$ cat src/rtl/uart_tx_if.sv
// Write-side bundle of the UART transmitter: byte, mode and valid/ready handshake.
interface uart_tx_if;
    logic [7:0] uart_wr_data;
    logic       uart_wr_valid;
    logic       uart_wr_ready;
    logic [1:0] uart_mode;

    // Producer side (the block feeding bytes in).
    modport master (
        output uart_wr_data,
        output uart_wr_valid,
        output uart_mode,
        input  uart_wr_ready
    );

    // Consumer side (the transmit core).
    modport slave (
        input  uart_wr_data,
        input  uart_wr_valid,
        input  uart_mode,
        output uart_wr_ready
    );
endinterface

$ cat src/rtl/uart_tx_core.sv
// Transmit half of the board UART: serialises accepted bytes as
// start + 8 data (LSB first) + optional parity + 1 or 2 stop bits.
// The line flop lags the state register by one clock, so the start bit
// appears one edge after accept while ready/busy track the next state.
module uart_tx_core #(
    parameter int unsigned CLK_FREQ  = 100000000,
    parameter int unsigned BAUD_RATE = 115200
) (
    input  logic      clk,
    input  logic      rst,
    uart_tx_if.slave  tx_if,
    output logic      uart_txd,
    output logic      tx_busy
);

    localparam int unsigned BIT_CYCLES = (CLK_FREQ + BAUD_RATE / 2) / BAUD_RATE;
    localparam int unsigned CNT_W      = (BIT_CYCLES > 1) ? $clog2(BIT_CYCLES) : 1;
    localparam logic [CNT_W-1:0] CNT_LAST = CNT_W'(BIT_CYCLES - 1);

    localparam logic [1:0] MODE_8N1 = 2'b00;
    localparam logic [1:0] MODE_8E1 = 2'b01;
    localparam logic [1:0] MODE_8O1 = 2'b10;
    localparam logic [1:0] MODE_8N2 = 2'b11;

    generate
        if (BIT_CYCLES < 2) begin : g_bad_rate
            $error("uart_tx_core: BIT_CYCLES must be at least 2");
        end
    endgenerate

    typedef enum logic [2:0] {
        StIdle,
        StStart,
        StData,
        StParity,
        StStop
    } state_e;

    state_e           state_q, state_d;
    logic [CNT_W-1:0] cnt_q, cnt_d;
    logic [2:0]       bit_idx_q, bit_idx_d;
    logic [7:0]       shift_q, shift_d;
    logic [7:0]       data_q, data_d;     // unshifted copy, used for parity
    logic [1:0]       mode_q, mode_d;
    logic             stop2_q, stop2_d;   // first of two stop bits already sent
    logic             txd_q, txd_d;
    logic             ready_q, ready_d;
    logic             busy_q, busy_d;

    logic bit_end;
    logic accept;
    logic has_parity;

    assign bit_end    = (cnt_q == CNT_LAST);
    assign accept     = tx_if.uart_wr_valid && ready_q;
    assign has_parity = (mode_q == MODE_8E1) || (mode_q == MODE_8O1);

    // Next-state, datapath and registered-output values.
    always_comb begin
        state_d   = state_q;
        cnt_d     = cnt_q;
        bit_idx_d = bit_idx_q;
        shift_d   = shift_q;
        data_d    = data_q;
        mode_d    = mode_q;
        stop2_d   = stop2_q;
        txd_d     = 1'b1;

        unique case (state_q)
            StIdle: begin
                cnt_d = '0;
                txd_d = 1'b1;
                if (accept) begin
                    shift_d   = tx_if.uart_wr_data;
                    data_d    = tx_if.uart_wr_data;
                    mode_d    = tx_if.uart_mode;
                    bit_idx_d = 3'd0;
                    stop2_d   = 1'b0;
                    state_d   = StStart;
                end
            end
            StStart: begin
                txd_d = 1'b0;
                cnt_d = bit_end ? '0 : cnt_q + 1'b1;
                if (bit_end) begin
                    state_d = StData;
                end
            end
            StData: begin
                txd_d = shift_q[0];
                cnt_d = bit_end ? '0 : cnt_q + 1'b1;
                if (bit_end) begin
                    shift_d   = {1'b0, shift_q[7:1]};
                    bit_idx_d = bit_idx_q + 3'd1;
                    if (bit_idx_q == 3'd7) begin
                        state_d = has_parity ? StParity : StStop;
                    end
                end
            end
            StParity: begin
                // Even parity is the plain XOR; odd parity inverts it.
                txd_d = (^data_q) ^ (mode_q == MODE_8O1);
                cnt_d = bit_end ? '0 : cnt_q + 1'b1;
                if (bit_end) begin
                    state_d = StStop;
                end
            end
            StStop: begin
                txd_d = 1'b1;
                cnt_d = bit_end ? '0 : cnt_q + 1'b1;
                if (bit_end) begin
                    if ((mode_q == MODE_8N2) && !stop2_q) begin
                        stop2_d = 1'b1;
                    end else begin
                        state_d = StIdle;
                    end
                end
            end
            default: begin
                state_d = StIdle;
                cnt_d   = '0;
            end
        endcase

        // Registered from the next state so they change on the accept and
        // frame-end edges themselves.
        ready_d = (state_d == StIdle);
        busy_d  = (state_d != StIdle);
    end

    // State and datapath registers with synchronous active-low reset.
    always_ff @(posedge clk) begin
        if (!rst) begin
            state_q   <= StIdle;
            cnt_q     <= '0;
            bit_idx_q <= 3'd0;
            shift_q   <= 8'h00;
            data_q    <= 8'h00;
            mode_q    <= MODE_8N1;
            stop2_q   <= 1'b0;
            txd_q     <= 1'b1;
            ready_q   <= 1'b0;
            busy_q    <= 1'b0;
        end else begin
            state_q   <= state_d;
            cnt_q     <= cnt_d;
            bit_idx_q <= bit_idx_d;
            shift_q   <= shift_d;
            data_q    <= data_d;
            mode_q    <= mode_d;
            stop2_q   <= stop2_d;
            txd_q     <= txd_d;
            ready_q   <= ready_d;
            busy_q    <= busy_d;
        end
    end

    assign uart_txd            = txd_q;
    assign tx_busy             = busy_q;
    assign tx_if.uart_wr_ready = ready_q;

endmodule

$ cat src/flat_wrapper.sv
// flat-port wrapper written by rule: the top's interface ports become plain ports
module uart_tx_core_flat 
#(
    parameter int unsigned CLK_FREQ  = 100000000,
    parameter int unsigned BAUD_RATE = 115200
)
  (clk, rst, uart_txd, tx_busy, tx_if_uart_wr_data, tx_if_uart_wr_valid, tx_if_uart_mode, tx_if_uart_wr_ready);
  uart_tx_if tx_if_i ();
  input  logic clk;
  input  logic rst;
  output logic uart_txd;
  output logic tx_busy;
  input wire logic [$bits(tx_if_i.uart_wr_data)-1:0] tx_if_uart_wr_data;
  input wire logic [$bits(tx_if_i.uart_wr_valid)-1:0] tx_if_uart_wr_valid;
  input wire logic [$bits(tx_if_i.uart_mode)-1:0] tx_if_uart_mode;
  output wire logic [$bits(tx_if_i.uart_wr_ready)-1:0] tx_if_uart_wr_ready;
  assign tx_if_i.uart_wr_data = tx_if_uart_wr_data;
  assign tx_if_i.uart_wr_valid = tx_if_uart_wr_valid;
  assign tx_if_i.uart_mode = tx_if_uart_mode;
  assign tx_if_uart_wr_ready = tx_if_i.uart_wr_ready;
  uart_tx_core #(.CLK_FREQ(CLK_FREQ), .BAUD_RATE(BAUD_RATE)) u_core (.clk(clk), .rst(rst), .tx_if(tx_if_i), .uart_txd(uart_txd), .tx_busy(tx_busy));
endmodule
$ cat config.mk
export PLATFORM = sky130hd
export DESIGN_NAME = uart_tx_core_flat
export DESIGN_NICKNAME = d
export VERILOG_FILES = /design/src/rtl/uart_tx_if.sv /design/src/rtl/uart_tx_core.sv /design/src/flat_wrapper.sv
export SDC_FILE = /design/constraint.sdc
export NUM_CORES = 1
export LEC_CHECK = 0
export ABC_AREA = 1
export BUFFER_PORTS_ARGS = -buffer_cell sky130_fd_sc_hd__buf_2
export CAP_MARGIN = 10
export CORE_UTILIZATION = 45
export CTS_CLUSTER_SIZE = 28
export DETAILED_ROUTE_END_ITERATION = 7
export PLACE_DENSITY = 0.62
export SYNTH_ARGS = -nofsm -noshare
export SYNTH_HDL_FRONTEND = slang
export SYNTH_SLANG_ARGS = --single-unit
$ cat constraint.sdc
create_clock -name clk -period 1.95 [get_ports clk]
set_clock_uncertainty 0.1 [all_clocks]
set_input_delay 0.39 -clock clk [delete_from_list [all_inputs] [get_ports clk]]
set_output_delay 0.39 -clock clk [all_outputs]
set_load 0.01 [all_outputs]
; ---- After elaboration in Yosys (flattened, before gate mapping)
; Cells that the tools add are included.
[totals]
output_inout_bits = 3
ramBits = 0
mem_count = 0
rom_bits = 0
word_cells = 63
regBits = 38
latch_bits = 0
input_bits = 13
[op_classes]
mux = 20
n_addsub = 2
mul = 0
order_cmp = 0
n_reduce_logical = 15
shift = 0
n_bitwise = 3
eq_ne = 13
n_div = 0
[ops]
columns = cell, n
row1 = 2-to-1 mux 3 bit, 10
row2 = 2-to-1 mux 8 bit, 2
row3 = one-hot mux 8 bit (2 select lines), 1
row4 = one-hot mux 3 bit (5 select lines), 1
row5 = adder 10 x 1 -> 10 bit (second input constant), 1
row6 = == test 10 bit (second input constant), 1
row7 = != test 2 x 1 -> 1 bit (second input constant), 4
row8 = XOR reduction 8 bit, 1
row9 = == test 3 x 2 -> 1 bit (second input constant), 2
row10 = == test 3 bit (second input constant), 2
row11 = logical NOT 3 bit, 2
row12 = one-hot mux 3 bit (2 select lines), 1
row13 = == test 2 bit (second input constant), 2
row14 = AND reduction 4 bit, 1
row15 = nonzero test 2 bit, 2
row16 = OR reduction 4 bit, 1
row17 = adder 3 x 1 -> 3 bit (second input constant), 1
row18 = == test 3 x 1 -> 1 bit (second input constant), 1
row19 = 2-to-1 mux 1 bit, 3
row20 = one-hot mux 1 bit (3 select lines), 1
row21 = AND reduction 3 bit, 1
row22 = nonzero test 3 bit, 1
row23 = OR reduction 3 bit, 1
row24 = == test 2 x 1 -> 1 bit (second input constant), 1
row25 = other kinds (7), 9

; ---- Logic depth before layout (Yosys ltp)
; Gate-level depths: netlist of run 1.
[logic_depth]
depth_word = 7
depth_mapped = 11
ltp_nobuf = 11

; ---- Least setup slack after synthesis of run 1
; No wires, ideal clock.
[synth_path]
kind = reg2reg
startpoint = register u_core.cnt_q[0]
endpoint = register u_core.bit_idx_q[0]
slack_ns = 0.453
setup_time_ns = 0.113
t_arrival_ns = 1.284
period_less_slack_ns = 1.497
required_time_ns = 1.737
path_stages_with_launch = 12
path_buffers = 1
cell_sequence = dfxtp_1 > ha_1 > inv_1 > nor2_1 > nand3_1 > nor2_2 > nand2_2 > nand2_4 > inv_2 > buf_6 > nor2_2 > nor2_1
[synth_between]
elab_chain_cells = 3
[synth_rtl]
columns = item, line_no
row1 = "start, declared", uart_tx_core.sv:40  ; logic [CNT_W-1:0] cnt_q, cnt_d;
row2 = "start signal, assigned", uart_tx_core.sv:146  ; cnt_q <= cnt_d;
row3 = == test 10 bit, uart_tx_core.sv:54  ; assign bit_end = (cnt_q == CNT_LAST);
row4 = != test 2 x 1 -> 1 bit (no source line), --
row5 = AND reduction 3 bit (no source line), --
row6 = "end signal, assigned", uart_tx_core.sv:147  ; bit_idx_q <= bit_idx_d;
row7 = "end, declared", uart_tx_core.sv:41  ; logic [2:0] bit_idx_q, bit_idx_d;
; No other way between the ends.
; A chain may end at the register's enable or synchronous reset.

; ---- Final worst setup path of run 1
[layout_path]
startpoint = register u_core.cnt_q[0]
endpoint = register u_core.bit_idx_q[1]
; The elaborated chain is that of the path after synthesis.

==> results of run 1 <==
==> metrics by stage <==
step	utilization	hold slack, ps	cells	worst slack (ps)	total power, mW
after floorplan	-	318	289	453	1.00
after global placement	0.493	332	351	265	1.04
after detailed placement	0.493	349	351	157	1.04
after CTS	0.518	226	359	109	1.68
after global routing	0.519	248	359	23.9	1.74
final	0.519	226	359	169	1.66
==> layout make-up <==
class	instances	area, um2	area share
Inverter	29	114	0.0504
Timing Repair Buffer	17	90.1	0.0398
Tap cell	52	65.1	0.0288
Clock buffer	8	110	0.0487
Sequential cell	38	761	0.336
Multi-Input combinational cell	215	1120	0.496
==> routing by layer <==
metal / GRT usage / wire, um / up-vias
met3: 0.0451 / 129 / 4
met4: 0.0726 / 59 / 0
met2: 0.269 / 1710 / 28
met5: 0 / 0 / -
li1: - / - / 945
met1: 0.260 / 2210 / 743
==> worst max-delay path: cells and delay by family (launching register included) <==
kind | cells | cell delay (ps)
buffers and inverters | 2 | 220
DFF | 1 | 360
and+or+nand+nor | 6 | 720
AOI/OAI and AO/OA | 1 | 50
adders and majority gates | 1 | 210
==> synthesized netlist by cell type (all sizes together) <==
master | count | share of area
clkbuf | 3 | 0.0055
nand3 | 18 | 0.049
nand2 | 80 | 0.16
inv | 29 | 0.056
nor3 | 2 | 0.0049
a21oi | 15 | 0.041
xor2 | 5 | 0.022
nor2 | 56 | 0.13
nand3b | 1 | 0.0037
o21ai | 19 | 0.047
o21bai | 2 | 0.0074
xnor2 | 8 | 0.034
nor3b | 2 | 0.0074
ha | 5 | 0.031
nand4 | 2 | 0.014
buf | 4 | 0.016
dfxtp | 38 | 0.37
==> cell families after synthesis <==
group	count (synthesis)	synth area share
adders and majority gates	5	0.0308
and+or+nand+nor	161	0.367
xor gates and xnor gates	13	0.0560
DFF	38	0.374
buffers and inverters	36	0.0775
AOI/OAI and AO/OA	36	0.0947
==> where the power goes <==
group          leakage (nW)  total, mW  switching, mW  internal [mW]
Clock                0.0575      0.632          0.274          0.357
Sequential            0.310      0.836         0.0287          0.808
Combinational         0.651      0.188          0.110         0.0779
Total                  1.02       1.66          0.413           1.24
==> sequential cells by signal, summed over array words and instances (netlist names), 2 cells and up <==
register	cells
u_core.cnt_q	10
u_core.bit_idx_q	3
u_core.data_q	8
u_core.state_q	3
u_core.mode_q	2
u_core.shift_q	8
==> timing repair <==
action,in CTS,in global routing
gates resized for setup,0,1
endpoints found under the hold margin,0,0
setup endpoints to repair,0,9
==> placed cells by master, fill, tap and decap left out, drive strengths merged, types with 5 or more instances in the layout <==
cell    instances
a21oi          15
buf            17
clkbuf          8
dfxtp          38
ha              5
inv            29
nand2          80
nand3          18
nor2           56
o21ai          19
xnor2           8
xor2            5
==> final timing paths <==
check                                        start             endpoint  slack, ps  cells after the start
worst max-delay path               u_core.cnt_q[0]  u_core.bit_idx_q[1]        170                     10
worst min-delay path            tx_if_uart_mode[1]     u_core.mode_q[1]        230                      3
worst max register to register     u_core.cnt_q[0]  u_core.bit_idx_q[1]        170                     10
worst min register to register      u_core.stop2_q       u_core.stop2_q        360                      2
==> tab_implementation.tex, run 1 <==
\begin{tabular}{lr}
\hline
Metric & Value \\
\hline
\multicolumn{2}{l}{\textbf{Timing}} \\
\quad Unrepaired setup endpoints after global routing & no \\
\quad Max-slew headroom at the worst pin & 0.737 \\
\quad Final clock period utilization by the worst path & 0.913 \\
\quad Max-slew violation total from the final report & 0 \\
\quad Tightest Pin Transition & 393 ps \\
\quad Maximum operating frequency & 0.562 GHz \\
\quad Minimum clock period & 1780 ps \\
\quad Count of endpoints failing hold in the final timing report & 0 \\
\quad Final setup viols & 0 \\
\quad Setup TNS & 0 ps \\
\multicolumn{2}{l}{\textbf{Critical path}} \\
\quad Critical path's largest stage delay & 360 ps \\
\quad Kind of end point of the critical path & register \\
\quad Required time of the critical path & between 2000 and 2500 ps \\
\quad Highest-delay cell along the critical path & dfxtp\_1 \\
\quad Kind of launch point of the worst setup path & register \\
\quad Largest fanout on the critical path & 11 \\
\quad Data arrival time of the critical path & between 1500 and 2000 ps \\
\quad Class of the most critical setup path & reg -> reg \\
\quad Critical path, cell by cell & ha\_1 > inv\_1 > nor2\_1 > nand3\_1 > nor2\_4 > nand2\_2 > nand2\_4 > inv\_2 > nand2\_1 > a21oi\_2 \\
\multicolumn{2}{l}{\textbf{Logic synthesis}} \\
\quad Number of warnings printed during yosys synthesis & 0 \\
\quad Mean cell area of the mapped netlist & 7.04 um2 \\
\quad Register area share after synthesis & 0.374 \\
\quad Total of flip-flops plus latches after synthesis & 38 \\
\quad Cells after Synth & 289 \\
\quad Number of nets produced by synthesis & approximately 300 \\
\quad Post-synthesis instance area & 2030 um2 \\
\quad Number of unique standard cell types used by synthesis & 29 \\
\multicolumn{2}{l}{\textbf{CTS}} \\
\quad H-tree levels & 2 \\
\quad TritonCTS clock tree & built \\
\quad CTS Hold Buffers Added & 0 \\
\quad Root Buffer & clkbuf\_8 \\
\quad Clock Sinks & 38 \\
\quad Clk slew on worst S/H paths & 80 ps \\
\quad Number of post-CTS setup repair buffers & 0 \\
\quad Maximum root-to-sink buffer count & 2 \\
\quad CTS Buf Count & 5 \\
\quad Clock latency on the worst-skew pair & 290 ps \\
\multicolumn{2}{l}{\textbf{GRT}} \\
\quad Maximum number of pins on one net before global-route repair & 16 \\
\quad Number of antenna violations at the first check in global routing & 0 \\
\quad Number of global-route vias before repair & roughly 1500 \\
\quad Global-route wire length before repair & 7020 um \\
\quad Total congestion overflow & 0 \\
\quad Overall routing resource usage & 0.184 \\
\multicolumn{2}{l}{\textbf{Routing}} \\
\quad DR vias & 1720 \\
\quad Antenna violation net count after detailed routing & 0 \\
\quad Drc violations & 0 \\
\quad First drt pass iteration count & 4 \\
\quad Routed length per instance & about 11 um \\
\quad Via density & 4.79 \\
\quad Total length of routed wires & 4110 um \\
\quad Initial DRC count & 110 \\
\multicolumn{2}{l}{\textbf{Die}} \\
\quad Vertical extent of the die & 69.2 um \\
\quad Placeable core region & about 4400 um2 \\
\quad Die width & 69.2 um \\
\quad Number of placed I/O pins & 16 \\
\quad Cell row count & 24 \\
\quad Effective utilization at floorplan & 0.467 \\
\quad Area of the die & 4790 um2 \\
\multicolumn{2}{l}{\textbf{Pwr}} \\
\quad Total power per unit cell area & between 700 and 800 nW/um2 \\
\quad Highest ir drop seen on vdd & around 0.00044 V \\
\quad Static Leakage & 1.02 nW \\
\multicolumn{2}{l}{\textbf{Placement}} \\
\quad HPWL after detailed placement & a little under 3000 um \\
\quad Global placement routability congestion & 0.862 \\
\quad Buffers on Ports & 15 \\
\quad Placed Instance Area & 2150 um2 \\
\multicolumn{2}{l}{\textbf{Finish}} \\
\quad Final std cell area, no fill & roughly 2300 um2 \\
\quad Fillers & between 400 and 500 \\
\quad Antenna fix cells & 0 \\
\quad Area growth from synthesis to layout & 11.1\% \\
\quad Nets & 324 \\
\quad Layout cells sized above 1 & 0.173 \\
\multicolumn{2}{l}{\textbf{Job}} \\
\quad MaxCap Viol Count & 0 \\
\multicolumn{2}{l}{\textbf{Min path}} \\
\quad Path class of the lowest-slack min-delay path & in -> reg \\
\multicolumn{2}{l}{\textbf{Outcome}} \\
\quad Status & completed \\
\hline
\end{tabular}
(Power assumes the default switching activity.)
==> run 2, diff against run 1 <==
--- a/config.mk
+++ b/config.mk
@@ -10,2 +10,3 @@
 export CAP_MARGIN = 10
+export CORE_ASPECT_RATIO = 0.5
 export CORE_UTILIZATION = 45
==> constraint.sdc (replaced) <==
create_clock -name clk -period 2 [get_ports clk]
set_clock_uncertainty 0.1 [all_clocks]
set_input_delay 0.4 -clock clk [delete_from_list [all_inputs] [get_ports clk]]
set_output_delay 0.4 -clock clk [all_outputs]
set_load 0.02 [all_outputs]
==> tab_implementation.tex, run 2 (synthesis gave the netlist of run 1 again) <==
\begin{tabular}{lr}
\hline
Metric & Value \\
\hline
\multicolumn{2}{l}{\textbf{CTS}} \\
\quad CTS Hold Buffers Added & 0 \\
\quad Clk slew on worst S/H paths & 80 ps \\
\quad Maximum root-to-sink buffer count & 2 \\
\quad TritonCTS clock tree & built \\
\quad Clock latency on the worst-skew pair & approximately 300 ps \\
\quad Root Buffer & clkbuf\_8 \\
\quad H-tree levels & 2 \\
\quad Number of post-CTS setup repair buffers & 0 \\
\quad Clock Sinks & 38 \\
\quad CTS Buf Count & 5 \\
\quad Cells resized by post-CTS repair & 0 \\
\multicolumn{2}{l}{\textbf{Die}} \\
\quad Vertical extent of the die & just under 50 um \\
\quad Cell row count & 16 \\
\quad Effective utilization at floorplan & 0.496 \\
\quad Die width & 97.1 um \\
\quad Placeable core region & 4100 um2 \\
\quad Number of placed I/O pins & 16 \\
\quad Area of the die & 4810 um2 \\
\multicolumn{2}{l}{\textbf{Routing}} \\
\quad Antenna violation net count after detailed routing & 0 \\
\quad Drc violations & 0 \\
\quad Initial DRC count & 76 \\
\quad Total length of routed wires & between 4000 and 5000 um \\
\quad DR vias & 1748 \\
\quad Routed length per instance & 11.4 um \\
\quad Via density & 4.86 \\
\quad First drt pass iteration count & 4 \\
\multicolumn{2}{l}{\textbf{Job}} \\
\quad MaxCap Viol Count & 0 \\
\multicolumn{2}{l}{\textbf{Finish}} \\
\quad Final standard cell count with taps included and fillers excluded & 360 \\
\quad Layout cells sized above 1 & 0.170 \\
\quad Antenna fix cells & 0 \\
\quad Max FFs per register & 10 \\
\quad Fillers & 406 \\
\quad Area growth from synthesis to layout & 12.2\% \\
\quad Footprint of the flip-flops and latches & 761 um2 \\
\quad Nets & between 300 and 400 \\
\quad Most frequent standard cell in the layout excluding fill and tap cells & nand2\_1 \\
\quad Leading registers by flop count & u\_core.cnt\_q: 10 flops, u\_core.data\_q: 8 flops, u\_core.shift\_q: 8 flops \\
\quad Register containing the most flip-flops in the final layout & u\_core.cnt\_q \\
\quad Multi-input gate area in the final layout & between 1000 and 1500 um2 \\
\quad Top library cells by usage in the layout, fill and taps aside & nand2\_1, nor2\_1, dfxtp\_1 \\
\multicolumn{2}{l}{\textbf{Timing}} \\
\quad Count of endpoints failing hold in the final timing report & 0 \\
\quad Minimum clock period & 1760 ps \\
\quad PnR worst setup slack & 240 ps \\
\quad Maximum operating frequency & around 0.57 GHz \\
\quad Unrepaired setup endpoints after global routing & no \\
\quad Final clock period utilization by the worst path & 0.880 \\
\quad Max-slew violation total from the final report & 0 \\
\quad Final setup viols & 0 \\
\quad Tightest Pin Transition & $\sim$350 ps \\
\quad Worst Hold Margin & 224 ps \\
\quad Max-slew headroom at the worst pin & 0.766 \\
\quad Setup TNS & 0 ps \\
\multicolumn{2}{l}{\textbf{GRT}} \\
\quad Global-route wire length before repair & 7360 um \\
\quad Overall routing resource usage & 0.194 \\
\quad Maximum number of pins on one net before global-route repair & 16 \\
\quad Total congestion overflow & 0 \\
\quad Number of global-route vias before repair & about 1700 \\
\quad Number of antenna violations at the first check in global routing & 0 \\
\multicolumn{2}{l}{\textbf{Pwr}} \\
\quad Static Leakage & between 1 and 1.5 nW \\
\quad Highest ir drop seen on vdd & 0.000407 V \\
\quad Sw Share & 0.231 \\
\quad Total power per unit cell area & 794 nW/um2 \\
\quad Portion of total power attributed to combinational logic & 0.104 \\
\quad Power consumption & 1.81 mW \\
\quad Internal power & 1.40 mW \\
\quad Switching power of the nets & 0.418 mW \\
\quad Sequential cell fraction of total power & 0.450 \\
\quad Clk network pwr share & 0.446 \\
\multicolumn{2}{l}{\textbf{Critical path}} \\
\quad Required time of the critical path & 2100 ps \\
\quad Worst R2R Setup Slack & 240 ps \\
\quad Data arrival time of the critical path & 1860 ps \\
\quad Kind of launch point of the worst setup path & register \\
\quad Critical path launch point & u\_core.cnt\_q[0] \\
\quad Class of the most critical setup path & reg -> reg \\
\quad Largest fanout on the critical path & 11 \\
\quad Worst reg2reg startpoint & u\_core.cnt\_q[0] \\
\quad Kind of end point of the critical path & register \\
\multicolumn{2}{l}{\textbf{Placement}} \\
\quad Placement-stage worst setup slack & 256 ps \\
\quad Placed cells & 352 \\
\quad Buffers on Ports & 15 \\
\quad HPWL after detailed placement & 3050 um \\
\quad Global placement routability congestion & 0.881 \\
\multicolumn{2}{l}{\textbf{Outcome}} \\
\quad Status & completed \\
\multicolumn{2}{l}{\textbf{Min path}} \\
\quad Launch point of the worst hold path & tx\_if\_uart\_mode[1] \\
\quad Path class of the lowest-slack min-delay path & in -> reg \\
\hline
\end{tabular}
## run 2: cell count changes in the layout (fill, tap and decap cells not counted), sizes merged
| cell | change |
|---|---|
| buf | -1 |
| bufinv | +2 |
| clkbuf | -2 |
## run 2: layout make-up
| cell class | instances | share of cell area |
|---|---|---|
| multi-input combinational | 215 | 0.489 |
| sequential | 38 | 0.333 |
| inverter | 29 | 0.0499 |
| clock buffer | 6 | 0.0362 |
| timing repair buffer | 16 | 0.0362 |
| tap | 54 | 0.0296 |
| clock inverter | 2 | 0.0263 |
## run 2: metrics by stage
stage	util	cell area, um2
after CTS	0.556	2280
after detailed placement	0.522	2140
after global placement	0.522	2140
final	0.556	2280
after floorplan	-	2030
after global routing	0.556	2280
## run 2: power groups by stage
stage / logic (mW) / registers (mW) / clock network (mW)
after floorplan: 0.148 / 0.830 / 0
after global placement: 0.186 / 0.833 / 0
after detailed placement: 0.190 / 0.834 / 0
after CTS: 0.190 / 0.817 / 0.831
after global routing: 0.217 / 0.822 / 0.867
final: 0.189 / 0.817 / 0.808
## run 2: worst max-delay path, stage by stage, from the launching register on
cell,delay (ps)
dfxtp_1,360
ha_1,200
inv_1,60
nor2_1,80
nand3_1,90
nor2_2,200
nand2_2,100
nand2_4,140
inv_2,150
nor2_2,120
nor2_1,50
## run 2: path summary, 6_finish.rpt
check,cells after the start,end
setup / recovery,10,u_core.shift_q[0]
hold / removal,3,u_core.mode_q[1]
setup reg to reg,10,u_core.shift_q[0]
hold reg to reg,1,u_core.cnt_q[0]
## run 2: layer usage
layer / GRT usage / vias up / share of wire / wire length [um]
met2: 0.317 / 40 / 0.42 / 1720
met1: 0.243 / 764 / 0.51 / 2080
met3: 0.0539 / 10 / 0.051 / 210
met5: 0 / - / 0 / 0
li1: - / 934 / - / -
met4: 0.0846 / 0 / 0.021 / 86
